===== src/rtl/collision_detect.sv =====
// collision_detect: upstream stage of the ball mover.
//
// Takes the ball's proposed next position and direction, tests it against the
// walls, the brick map and the paddle in a fixed four-state scan, and returns
// one-cycle reflection pulses on the REPORT cycle. Owns the brick map and the
// live-brick count, and flags level clear / ball lost to the game FSM.
//
// Optional feature macro: SCORE_EN (adds a 16-bit saturating score output).
//
// Ports:
//   clock, reset       system clock, asynchronous active-low reset
//   check              start-of-test pulse, accepted only when idle
//   nextX, nextY       proposed ball position (latched on accept)
//   dirX, dirY         1 = moving left / moving up (latched on accept)
//   paddleX            paddle left edge (latched on accept)
//   refill             restore all bricks and abort any scan in flight
//   busy, done         scan in progress / results valid pulse
//   cX, cY             wall-x reflection / top-wall-or-paddle reflection
//   cBrickX, cBrickY   brick reflection pulses
//   brick_hit          a brick was destroyed this scan
//   lose               ball reached the bottom row
//   level_clear        the last brick was destroyed this scan
//   bricks_left        live brick count
//   score              (SCORE_EN only) accumulated points
module collision_detect #(
    parameter int SCREEN_W     = 160,
    parameter int SCREEN_H     = 120,
    parameter int ROWS         = 4,
    parameter int COLS         = 10,
    parameter int BRICK_W_LOG2 = 4,
    parameter int BRICK_H_LOG2 = 3,
    parameter int BRICK_TOP    = 8,
    parameter int PADDLE_Y     = 112,
    parameter int PADDLE_W     = 24
) (
    input  logic        clock,
    input  logic        reset,
    input  logic        check,
    input  logic [7:0]  nextX,
    input  logic [7:0]  nextY,
    input  logic        dirX,
    input  logic        dirY,
    input  logic [7:0]  paddleX,
    input  logic        refill,
    output logic        busy,
    output logic        done,
    output logic        cX,
    output logic        cY,
    output logic        cBrickX,
    output logic        cBrickY,
    output logic        brick_hit,
    output logic        lose,
    output logic        level_clear,
    output logic [7:0]  bricks_left
`ifdef SCORE_EN
    ,
    output logic [15:0] score
`endif
);

    localparam int NB = ROWS * COLS;
    localparam int IW = (NB > 1) ? $clog2(NB) : 1;
    localparam int RW = (ROWS > 1) ? $clog2(ROWS) : 1;
    localparam int CW = (COLS > 1) ? $clog2(COLS) : 1;

    // All geometry compares are done 9 bits wide so edge sums never wrap.
    localparam logic [8:0] X_MAX   = 9'(SCREEN_W - 1);
    localparam logic [8:0] Y_MAX   = 9'(SCREEN_H - 1);
    localparam logic [8:0] BR_Y0   = 9'(BRICK_TOP);
    localparam logic [8:0] BR_Y1   = 9'(BRICK_TOP + (ROWS << BRICK_H_LOG2));
    localparam logic [8:0] BR_X1   = 9'(COLS << BRICK_W_LOG2);
    localparam logic [8:0] PAD_Y   = 9'(PADDLE_Y);
    localparam logic [8:0] PAD_WM1 = 9'(PADDLE_W - 1);

    typedef enum logic [2:0] {
        S_IDLE   = 3'd0,
        S_WALL   = 3'd1,
        S_BRICK  = 3'd2,
        S_PADDLE = 3'd3,
        S_REPORT = 3'd4
    } state_t;

    state_t state, nxt;

    // Latched request
    logic [7:0] lx, ly, lpx;
    logic       ldx, ldy;

    // Per-scan result flags, each written in its own state
    logic f_x, f_top, f_lose, f_pad;
    logic f_hit, f_bx, f_by, f_clr;

    logic [NB-1:0] bricks;

    // ---------------- brick decode on the latched position ----------------
    logic [8:0]                xw, yw;
    logic                      in_region, alive;
    logic [7:0]                yrel;
    logic [RW-1:0]             row;
    logic [CW-1:0]             col;
    logic [IW-1:0]             bidx;
    logic [BRICK_H_LOG2-1:0]   yoff;
    logic [BRICK_W_LOG2-1:0]   xoff;
    logic                      y_edge, x_edge, pad_hit;

    always_comb begin
        xw        = {1'b0, lx};
        yw        = {1'b0, ly};
        in_region = (yw >= BR_Y0) && (yw < BR_Y1) && (xw < BR_X1);
        yrel      = ly - 8'(BRICK_TOP);
        row       = RW'(yrel >> BRICK_H_LOG2);
        col       = CW'(lx >> BRICK_W_LOG2);
        bidx      = IW'(row) * IW'(COLS) + IW'(col);
        // in_region gates the lookup so an out-of-map index is never used
        alive     = in_region && bricks[bidx];
        yoff      = yrel[BRICK_H_LOG2-1:0];
        xoff      = lx[BRICK_W_LOG2-1:0];
        y_edge    = (yoff == '0) || (yoff == '1);
        x_edge    = (xoff == '0) || (xoff == '1);
        pad_hit   = (yw == PAD_Y) && !ldy &&
                    (xw >= {1'b0, lpx}) && (xw <= ({1'b0, lpx} + PAD_WM1));
    end

`ifdef SCORE_EN
    // Row 0 is worth ROWS points, the bottom row 1 point.
    logic [15:0] pts;
    logic [16:0] score_sum;
    always_comb begin
        pts       = 16'(ROWS) - 16'(row);
        score_sum = {1'b0, score} + {1'b0, pts};
    end
`endif

    // ---------------- FSM ----------------
    always_ff @(posedge clock or negedge reset) begin
        if (!reset) state <= S_IDLE;
        else        state <= nxt;
    end

    always_comb begin
        nxt = state;
        if (refill) begin
            nxt = S_IDLE;
        end else begin
            case (state)
                S_IDLE:   if (check) nxt = S_WALL;
                S_WALL:   nxt = S_BRICK;
                S_BRICK:  nxt = S_PADDLE;
                S_PADDLE: nxt = S_REPORT;
                S_REPORT: nxt = S_IDLE;
                default:  nxt = S_IDLE;
            endcase
        end
    end

    // ---------------- datapath ----------------
    always_ff @(posedge clock or negedge reset) begin
        if (!reset) begin
            lx          <= '0;
            ly          <= '0;
            lpx         <= '0;
            ldx         <= 1'b0;
            ldy         <= 1'b0;
            f_x         <= 1'b0;
            f_top       <= 1'b0;
            f_lose      <= 1'b0;
            f_pad       <= 1'b0;
            f_hit       <= 1'b0;
            f_bx        <= 1'b0;
            f_by        <= 1'b0;
            f_clr       <= 1'b0;
            bricks      <= '1;
            bricks_left <= 8'(NB);
`ifdef SCORE_EN
            score       <= '0;
`endif
        end else if (refill) begin
            bricks      <= '1;
            bricks_left <= 8'(NB);
`ifdef SCORE_EN
            score       <= '0;
`endif
        end else begin
            case (state)
                S_IDLE: if (check) begin
                    lx  <= nextX;
                    ly  <= nextY;
                    ldx <= dirX;
                    ldy <= dirY;
                    lpx <= paddleX;
                end
                S_WALL: begin
                    f_x    <= ((lx == 8'd0) && ldx) || ((xw >= X_MAX) && !ldx);
                    f_top  <= (ly == 8'd0) && ldy;
                    f_lose <= (yw >= Y_MAX);
                end
                S_BRICK: begin
                    f_hit <= alive;
                    f_bx  <= alive && x_edge;
                    // interior hits default to a vertical bounce
                    f_by  <= alive && (y_edge || !x_edge);
                    f_clr <= alive && (bricks_left == 8'd1);
                    if (alive && (bricks_left != 8'd0)) begin
                        bricks[bidx] <= 1'b0;
                        bricks_left  <= bricks_left - 8'd1;
`ifdef SCORE_EN
                        score <= score_sum[16] ? 16'hFFFF : score_sum[15:0];
`endif
                    end
                end
                S_PADDLE: f_pad <= pad_hit;
                default: ;
            endcase
        end
    end

    // ---------------- outputs ----------------
    logic rep;
    assign rep         = (state == S_REPORT);
    assign busy        = (state != S_IDLE);
    assign done        = rep;
    assign cX          = rep && f_x;
    assign cY          = rep && (f_top || f_pad);
    assign cBrickX     = rep && f_bx;
    assign cBrickY     = rep && f_by;
    assign brick_hit   = rep && f_hit;
    assign lose        = rep && f_lose;
    assign level_clear = rep && f_clr;

endmodule


===== config.mk =====
export PLATFORM = sky130hd
export DESIGN_NAME = collision_detect
export DESIGN_NICKNAME = d
export VERILOG_FILES = /design/src/rtl/collision_detect.sv
export SDC_FILE = /design/constraint.sdc
export NUM_CORES = 1
export LEC_CHECK = 0
export CAP_MARGIN = 25
export CORE_AREA = 2 2 77 116
export DETAILED_ROUTE_END_ITERATION = 8
export DIE_AREA = 0 0 79 118
export GPL_TIMING_DRIVEN = 0
export PLACE_DENSITY = 0.78
export SKIP_LAST_GASP = 1
export SLEW_MARGIN = 20
export SYNTH_ARGS = -nofsm -noshare
export SYNTH_HDL_FRONTEND = slang
export SYNTH_SLANG_ARGS = --single-unit

===== constraint.sdc =====
create_clock -name clock -period 4.5 [get_ports clock]
set_input_delay 0.675 -clock clock [delete_from_list [all_inputs] [get_ports clock]]
set_output_delay 0.675 -clock clock [all_outputs]
set_load 0.03 [all_outputs]

After elaboration in Yosys (flattened, before gate mapping)
Cells that the tools add are included.
{"block": "totals", "reg_bits": 85, "input_bits": 30, "out_inout_bits": 17, "elab_cells": 98}
{"block": "classes", "n_addsub": 4, "n_mul": 1, "order_cmp": 9, "eq_ne": 9, "mux": 13, "bitwise": 3, "n_reduce_logical": 43}
{"cell": "2-to-1 mux 40 bit", "n": 3}
{"cell": "AND 40 bit", "n": 1}
{"cell": "NOT 40 bit", "n": 1}
{"cell": "2-to-1 mux 8 bit", "n": 3}
{"cell": "logical AND 1 bit", "n": 21}
{"cell": "zero test 8 bit", "n": 2}
{"cell": "one-hot mux 3 bit (4 select lines)", "n": 1}
{"cell": "adder 8 x 5 -> 9 bit, second input constant", "n": 1}
{"cell": "less-or-equal comparator 8 x 9 -> 1 bit", "n": 1}
{"cell": "equality test 8 x 1 -> 1 bit, second input constant", "n": 1}
{"cell": "equality test 8 x 7 -> 1 bit, second input constant", "n": 1}
{"cell": ">= comparator 8 x 4 -> 1 bit, second input constant", "n": 1}
{"cell": ">= comparator 8 x 7 -> 1 bit, second input constant", "n": 1}
{"cell": ">= comparator 8 bit", "n": 1}
{"cell": ">= comparator 8 bit, second input constant", "n": 1}
{"cell": "less-than comparator 8 x 6 -> 1 bit, second input constant", "n": 1}
{"cell": "less-than comparator 8 bit, second input constant", "n": 1}
{"cell": "AND reduction 2 bit", "n": 4}
{"cell": "nonzero test 8 bit", "n": 1}
{"cell": "subtractor 8 x 1 -> 8 bit, second input constant", "n": 1}
{"cell": "less-than comparator 6 x 7 -> 1 bit, second input constant", "n": 1}
{"cell": "adder 6 x 4 -> 6 bit", "n": 1}
{"cell": "binary-select mux 1 bit (select 6 bit)", "n": 1}
{"cell": "demux 1 bit (select 6 bit)", "n": 1}
{"cell": "18 further kinds", "n": 30}

Logic depth before layout (Yosys ltp)
Gate-level depths: netlist (run 1).
{"block": "logic_depth", "ltp_word": 12, "mapped_depth": 15, "depth_no_buf": 12}

Worst setup path after synthesis (run 1)
Ideal clock, no wire load.
{"block": "synth_path", "kind": "flip-flop to flip-flop", "from": "register ly[3]", "to": "register bricks_left[0]", "setup_time_ps": 132, "arrival_time_ps": 2983, "t_required_ps": 4368, "path_slack_ps": 1385, "path_stages_with_launch": 15, "n_path_buf": 4, "period_less_slack_ps": 3115, "cell_sequence": "dfrtp_1 -> inv_1 -> ha_1 -> inv_1 -> fa_1 -> buf_2 -> buf_2 -> mux4_2 -> nand3_1 -> a31oi_2 -> o31ai_4 -> buf_6 -> buf_6 -> xnor2_1 -> nor2_1"}
{"block": "synth_via", "elab_chain_cells": 9, "elab_cells_between_ends": 13, "classes_between": "2 x add/sub; 1 x mul; 2 x order compare; 2 x mux; 6 x reduce/logical"}
{"item": "start: declaration", "line": "86", "text": "logic [7:0] lx, ly, lpx;"}
{"item": "start signal: assignment", "line": "187", "text": "ly <= nextY;"}
{"item": "subtractor 5 x 4 -> 5 bit", "line": "110", "text": "yrel = ly - 8'(BRICK_TOP);"}
{"item": "multiplier 2 x 3 -> 5 bit", "line": "113", "text": "bidx = IW'(row) * IW'(COLS) + IW'(col);"}
{"item": "adder 6 x 4 -> 6 bit", "line": "113"}
{"item": "binary-select mux 1 bit (select 6 bit)", "line": "115", "text": "alive = in_region && bricks[bidx];"}
{"item": "2-to-1 mux 1 bit (not written as such)", "line": "115"}
{"item": "logical AND 1 bit *", "line": "115"}
{"item": "logical AND 1 bit *", "line": "203", "text": "if (alive && (bricks_left != 8'd0)) begin"}
{"item": "nonzero test 2 bit (no line) *"}
{"item": "AND reduction 2 bit (no line) *"}
{"item": "end signal: assignment", "line": "173", "text": "bricks_left <= 8'(NB);"}
{"item": "end signal: assignment", "line": "179", "text": "bricks_left <= 8'(NB);"}
{"item": "end signal: assignment", "line": "205", "text": "bricks_left <= bricks_left - 8'd1;"}
{"item": "end: declaration", "line": "54", "text": "output logic [7:0] bricks_left"}
Every way passes the cells marked *; elsewhere a longest branch is shown, timed or not. The select of a mux whose other input is x is not followed.
A chain may end at the register's enable or synchronous reset.

Worst setup path after layout (run 1)
Same ends and word-level chain as after synthesis.

==> impl_metrics.yaml, run 1 <==
setup_path:
  cp-start-kind: "register"
  arrival_ns: 3.85
  end_kind: "register"
  required_ns: 4.71
  path_max_fanout: 10
  crit_type: "register to register"
synthesis:
  synthMuxAreaShare_pct: 9.78
  synth_top_family_by_area: "simple AND/OR/NAND/NOR gates"
  synthFlopType: "dfrtp_1"
  synth_compound_area_share_pct: 14.5
  syn-cell-area_um2: 4640
  synthDistinctLibCells: 62
  synth_fp_nets: 497
  synth_fa_ha_area_share_pct: 6.36
  async_flop_share_pct: 100
  synth_seq_area_share_pct: 46.9
  synth_edf_count: 0
  synth_warnings: 0
  ys_seq_elements: 85
  synthSimpleGateAreaFrac_pct: 16.1
  syn_avg_cell_area_um2: 10.5
  synthXorXnorAreaFrac_pct: 2.24
  synthCells: 444
global_route:
  grt-ovfl-total: 0
  grt_pass1_wl_um: 17700
  antenna_found_initial: 0
  grt_pass1_vias: 3827
  grt_max_degree: 45
  grt_usage_pct: 24.3
sta:
  rsz0062_at_grt: "false"
  tightest_slew_ns: 0.866
  hold_viol: 0
  slew_violations: 0
  finClkSkew_ns: 0.00763
  max_freq_ghz: 0.275
  setup_viol: 0
  hold-worst-slack_ns: 0.312
  timing.final.crit_share_pct: 80.9
  timing.slew.headroom_pct: 41.8
  period_minus_slack_ns: 3.64
routing:
  vias_per_cell: 6.07
  drcViolationCount: 0
  wl_per_cell_um: 17.4
  drt_iter0_markers: 408
  antenna_left: 0
  vias: 3733
  wirelength_um: 10700
  dr.pass1.iters: 7
power_and_ir_drop:
  pwr_density_cell_nw_per_um2: 492
  leakage_nw: 2.25
  vdd_drop_max_uv: 301
clock_network:
  cts_sinks: 85
  post_cts_buffers: 0
  hold_buffers: 0
  cts_buffer_depth: 2
  htreeDepth: 3
  tritoncts: "done"
  root_buffer: "clkbuf_16"
  cts_resized: 0
  clkTransAtPathRegs_ns: 0.06
  cts_buffers: 9
  clk_latency_ns: 0.35
placement:
  place_hpwl_um: 7850
  place_congestion: 0.924
  io_buffers: 46
  place_inst: 599
floorplan:
  core-area_um2: 8310
  row_count: 41
  die_h_um: 118
  dieArea_um2: 9320
  initial_utilization_pct: 55.9
  pin_count: 47
  die_w_um: 79
cells_and_area:
  area_delta_synth_final_pct: 19.2
  diodes: 0
  finalNonFillerCells: 615
  final_net_count: 556
  nFillCells: 691
  multi_input_comb_area_um2: 2280
  ff_latch_area_um2: 2180
  drive_above_1_share_pct: 21.5
  final_core_util_pct: 66.6
job:
  max-cap-violations: 0
run_status:
  status: "finished clean"
worst_hold_path:
  worstHoldPathType: "input pin to asynchronous set/reset pin"
[metrics by stage]
stage / setup TNS, ns / power [mW] / setup slack (ns) / instance area (µm²)
CTS: 0 / 2.72 / 0.869 / 5530
global placement: -5.46 / 1.98 / -0.133 / 5240
global route: 0 / 2.88 / 0.649 / 5530
finish: 0 / 2.72 / 0.861 / 5530
detailed placement: 0 / 2.01 / 0.924 / 5260
floorplan: 0 / 1.71 / 1.39 / 4640
[routing by layer]
layer	GRT usage, %	vias up	part of all wire (%)
met3	3.53	37	4.3
met5	0	-	0
met1	28.5	1830	39
met4	14.2	0	4.3
met2	41.5	130	53
li1	-	1736	-
[where the power goes]
part / switching (mW) / internal (mW) / total [mW]
clock: 0.291 / 0.404 / 0.695
sequential: 0.0907 / 0.848 / 0.939
combinational: 0.652 / 0.437 / 1.09
total: 1.03 / 1.69 / 2.72
[state kept, by name (all words and copies together), names as in the netlist]
register and count:
f_top 1, lpx 8, f_lose 1, bricks_left 8, f_by 1, bricks 40, f_clr 1, f_bx 1
lx 8, ly 8, ldx 1, ldy 1, f_pad 1, state 3, f_hit 1, f_x 1
[logic make-up (layout without fill, tap and decap cells)]
group / count (synthesis) / count (layout)
AOI/OAI and AO/OA: 100 / 100
xor gates and xnor gates: 11 / 11
adders and majority gates: 23 / 23
buffers and inverters: 43 / 107
DFF: 85 / 85
muxes: 38 / 38
and+or+nand+nor: 144 / 144
[Yosys cell counts, types with 2 or more instances]
cell,instances,share of area [%]
o31ai_1,4,0.65
o21ai_1,3,0.32
o22a_1,2,0.38
nor3_2,4,0.86
xnor2_1,9,1.7
o41ai_1,6,1.1
o22ai_1,2,0.27
nor3b_1,4,0.65
a21boi_0,3,0.48
nor3_1,14,1.5
o221ai_1,2,0.38
mux2_2,28,6.8
buf_4,2,0.32
nor4_1,5,0.67
nand2b_1,8,1.1
or2_2,2,0.27
or3_1,3,0.40
or3b_1,2,0.38
dfstp_2,42,24
buf_6,2,0.48
clkbuf_1,9,0.73
mux4_2,3,1.5
mux2i_1,6,1.3
nor2_1,49,4.0
and3_1,8,1.1
a21oi_1,41,4.4
nor2b_1,2,0.27
buf_2,4,0.43
a21o_1,3,0.48
nand3_1,8,0.86
ha_1,22,5.9
a31oi_2,2,0.54
o21ai_0,9,0.97
or4_1,5,0.81
a31oi_1,7,0.94
dfrtp_1,43,23
a211oi_1,7,1.1
nand4_1,2,0.27
nand2_1,20,1.6
inv_1,25,2.0
[critical path, stage by stage, from the launching register on]
cell     delay, ns
dfrtp_1       0.46
inv_1         0.12
ha_1          0.17
inv_1         0.07
fa_1          0.48
buf_2         0.21
buf_2         0.26
mux4_2        0.54
nand3_1       0.11
a31oi_2       0.17
o31ai_4       0.36
buf_6         0.22
buf_6         0.16
xnor2_1       0.12
nor2_1        0.05
[placed cells by master (no fill, tap or decap), types with 7 or more instances in the layout]
cell              n
a31oi_1           7
nand3_1           8
nand2_1          20
mux2_2           28
dfrtp_1          43
ha_1             22
nor3_1           14
o21ai_0           9
inv_1            25
nor2_1           49
a21oi_1          41
clkbuf_16         9
and3_1            8
clkdlybuf4s50_1  45
a211oi_1          7
nand2b_1          8
clkbuf_1         13
xnor2_1           9
dfstp_2          42
[path summary, 6_finish.rpt]
path | start | endpoint | slack [ns] | cells past startpoint
setup / recovery | ly[3]$_DFFE_PN0P_ | bricks_left[0]$_DFFE_PN0P_ | 0.86 | 14
hold / removal | reset | ly[0]$_DFFE_PN0P_ | 0.31 | 1
setup reg to reg | ly[3]$_DFFE_PN0P_ | bricks_left[0]$_DFFE_PN0P_ | 0.86 | 14
hold reg to reg | f_hit$_DFFE_PN0P_ | f_hit$_DFFE_PN0P_ | 0.48 | 2
max in group asynchronous | reset | bricks[11]$_DFFE_PN1P_ | 3.51 | 2
min in group clock | f_hit$_DFFE_PN0P_ | f_hit$_DFFE_PN0P_ | 0.48 | 2
[area by class of cell]
class                   instances  share of cell area (%)
multi-input cells             316                    41.1
clock inverters                 1                  0.0904
plain buffers                  18                    1.72
inverters                      25                    1.70
repair buffers                 48                    8.73
clock buffers                  15                    4.84
well taps                     107                    2.42
flip-flops and latches         85                    39.4
Power figures use the tool's default switching activity.
==> inputs of run 2 (changes only) <==
clock period = 3.7 ns   (was 4.5 ns; I/O delays follow)
==> run 2 against run 1 <==
Against the previous run: sequential cell count is the same; clock power is 22% higher; largest cell class unchanged; routed wire length rose by 1.3%; largest power group unchanged; register-to-register slack got worse by 0.74 ns; power is 25% higher; design area up 1.5%; first-iteration DRC count fell by 8.3%; worst hold slack worse by 0.11 ns; critical path depth is the same.
==> impl_metrics.yaml, run 2 (synthesis results as in run 1) <==
worst_hold_path:
  worstHoldPathType: "input pin to asynchronous set/reset pin"
clock_network:
  clk_latency_ns: 0.35
  clkTransAtPathRegs_ns: 0.06
  root_buffer: "clkbuf_16"
  tritoncts: "done"
  cts_buffer_depth: 2
  cts_buffers: 9
  cts_sinks: 85
  htreeDepth: 3
cells_and_area:
  postLayoutCellArea_um2: 5620
  largest_register_ff_count: 40
  mostFrequentLayoutCell: "nor2_1"
  drive_above_1_share_pct: 23.0
  final_net_count: 557
  area_delta_synth_final_pct: 20.9
  final_cell_mix: "nor2_1 (49), clkdlybuf4s50_1 (45), dfstp_2 (42), dfrtp_1 (42), a21oi_1 (41)"
  diodes: 0
  regMostFlops: "bricks"
  multi_input_comb_area_um2: 2340
  ff_latch_area_um2: 2180
  finalNonFillerCells: 616
  nFillCells: 679
sta:
  max_freq_ghz: 0.279
  period_minus_slack_ns: 3.58
  setup_viol: 0
  timing.slew.headroom_pct: 41.2
  tightest_slew_ns: 0.875
  hold-worst-slack_ns: 0.198
  slew_violations: 0
  hold_viol: 0
  timing.final.crit_share_pct: 96.7
  tns_ns: 0
  finClkSkew_ns: 0.00900
global_route:
  met3_usage_pct: 3.53
  grt_max_degree: 45
  grt_busiest_layer: "met2"
  grt_pass1_vias: 3827
  met2_usage_pct: 41.5
  antenna_found_initial: 0
  grt_usage_pct: 24.3
  use_met1_pct: 28.5
  grt_pass1_wl_um: 17700
  grt-ovfl-total: 0
setup_path:
  cp.depth: 14
  r2r-end: "bricks_left[0]$_DFFE_PN0P_"
  slowest_delay_ns: 0.49
  path_cells: "inv_1 > ha_1 > inv_1 > fa_1 > clkbuf_4 > or3b_1 > o221a_2 > o21ai_1 > a31oi_2 > o31ai_4 > buf_6 > buf_6 > xnor2_1 > nor2_1"
  cp-start-kind: "register"
  end_kind: "register"
  path_max_fanout: 10
  arrival_ns: 3.79
  crit_family: "compound AO/OA/AOI/OAI gates"
  required_ns: 3.91
  r2r_start: "ly[3]$_DFFE_PN0P_"
  critPathBufInv: 5
  crit_type: "register to register"
  reg2reg_depth: 14
  r2r_setup_slack_ns: 0.12
  cp-startpoint: "ly[3]$_DFFE_PN0P_"
  crit_slowest_cell: "fa_1"
floorplan:
  die_w_um: 79
  pin_count: 47
  dieArea_um2: 9320
  initial_utilization_pct: 55.9
  core-area_um2: 8310
  die_h_um: 118
  row_count: 41
placement:
  place_congestion: 0.924
  place_inst: 599
  io_buffers: 46
  place_hpwl_um: 7850
  placed_area_um2: 5260
power_and_ir_drop:
  pwr_density_cell_nw_per_um2: 606
  vdd_drop_max_uv: 388
  leakage_nw: 2.28
  switching_share_pct: 38.4
  p_comb_share_pct: 41.4
  pwr-share-seq_pct: 33.7
  clock_power_share_pct: 24.9
  p_sw_mw: 1.31
  internal-power_mw: 2.10
  p_total_mw: 3.40
job:
  max-cap-violations: 0
routing:
  vias_per_cell: 6.07
  drt_iter0_markers: 374
  wl_per_cell_um: 17.6
  dr.pass1.iters: 6
  vias: 3741
  antenna_left: 0
  drcViolationCount: 0
  wirelength_um: 10800
run_status:
  status: "finished clean"
## run 2: cell types whose count changed in the layout (fill, tap and decap cells not counted), sizes merged
cell	delta
clkbuf	+1
## run 2: power groups by stage
stage,logic [mW],registers [mW],clock network (mW)
2_1_floorplan,0.960,1.12,0
3_5_place_dp,1.29,1.15,0
3_3_place_gp,1.26,1.15,0
4_1_cts,1.32,1.14,0.849
5_1_grt,1.54,1.16,0.891
6_report,1.41,1.15,0.847
## run 2: worst reg2reg max path, stage by stage (launching register included)
cell and delay (ns):
dfrtp_2 0.47, inv_1 0.11, ha_1 0.17, inv_1 0.07, fa_1 0.49, clkbuf_4 0.20, or3b_1 0.48, o221a_2 0.32
o21ai_1 0.10, a31oi_2 0.16, o31ai_4 0.34, buf_6 0.19, buf_6 0.16, xnor2_1 0.12, nor2_1 0.05
## run 2: timing repair
item / in CTS / in global routing
hold buffers: 0 / 0
setup endpoints to repair: 0 / 41
buffers inserted: 0 / 1
gates resized for setup: 0 / 14
## run 2: layout make-up
cell class	count	area share, %
tap	107	2.38
buffer	17	1.76
timing repair buffer	50	8.82
inverter	25	1.67
sequential	85	38.8
clock buffer	15	4.77
clock inverter	1	0.0891
multi-input combinational	316	41.7
## run 2: through the flow
step	utilization [%]	setup slack [ns]
after floorplan	-	0.585
after global placement	63.0	-0.813
after detailed placement	63.3	0.124
after CTS	66.6	0.0688
after global routing	67.6	-0.0518
final	67.6	0.122
## run 2: worst max-delay path by stage
stage and to:
2_1_floorplan bricks_left[0]$_DFFE_PN0P_, 3_3_place_gp lx[7]$_DFFE_PN0P_, 3_5_place_dp bricks_left[0]$_DFFE_PN0P_, 4_1_cts bricks_left[0]$_DFFE_PN0P_, 5_1_grt bricks_left[4]$_DFFE_PN0P_, 6_report bricks_left[0]$_DFFE_PN0P_
## run 2: layer usage
metal  routed length [µm]  vias to the layer above  share of wire (%)
li1                     -                     1736                  -
met1                 4230                     1852                 39
met2                 5760                      118                 53
met3                  413                       35                3.8
met4                  431                        0                4.0
met5                    0                        -                  0
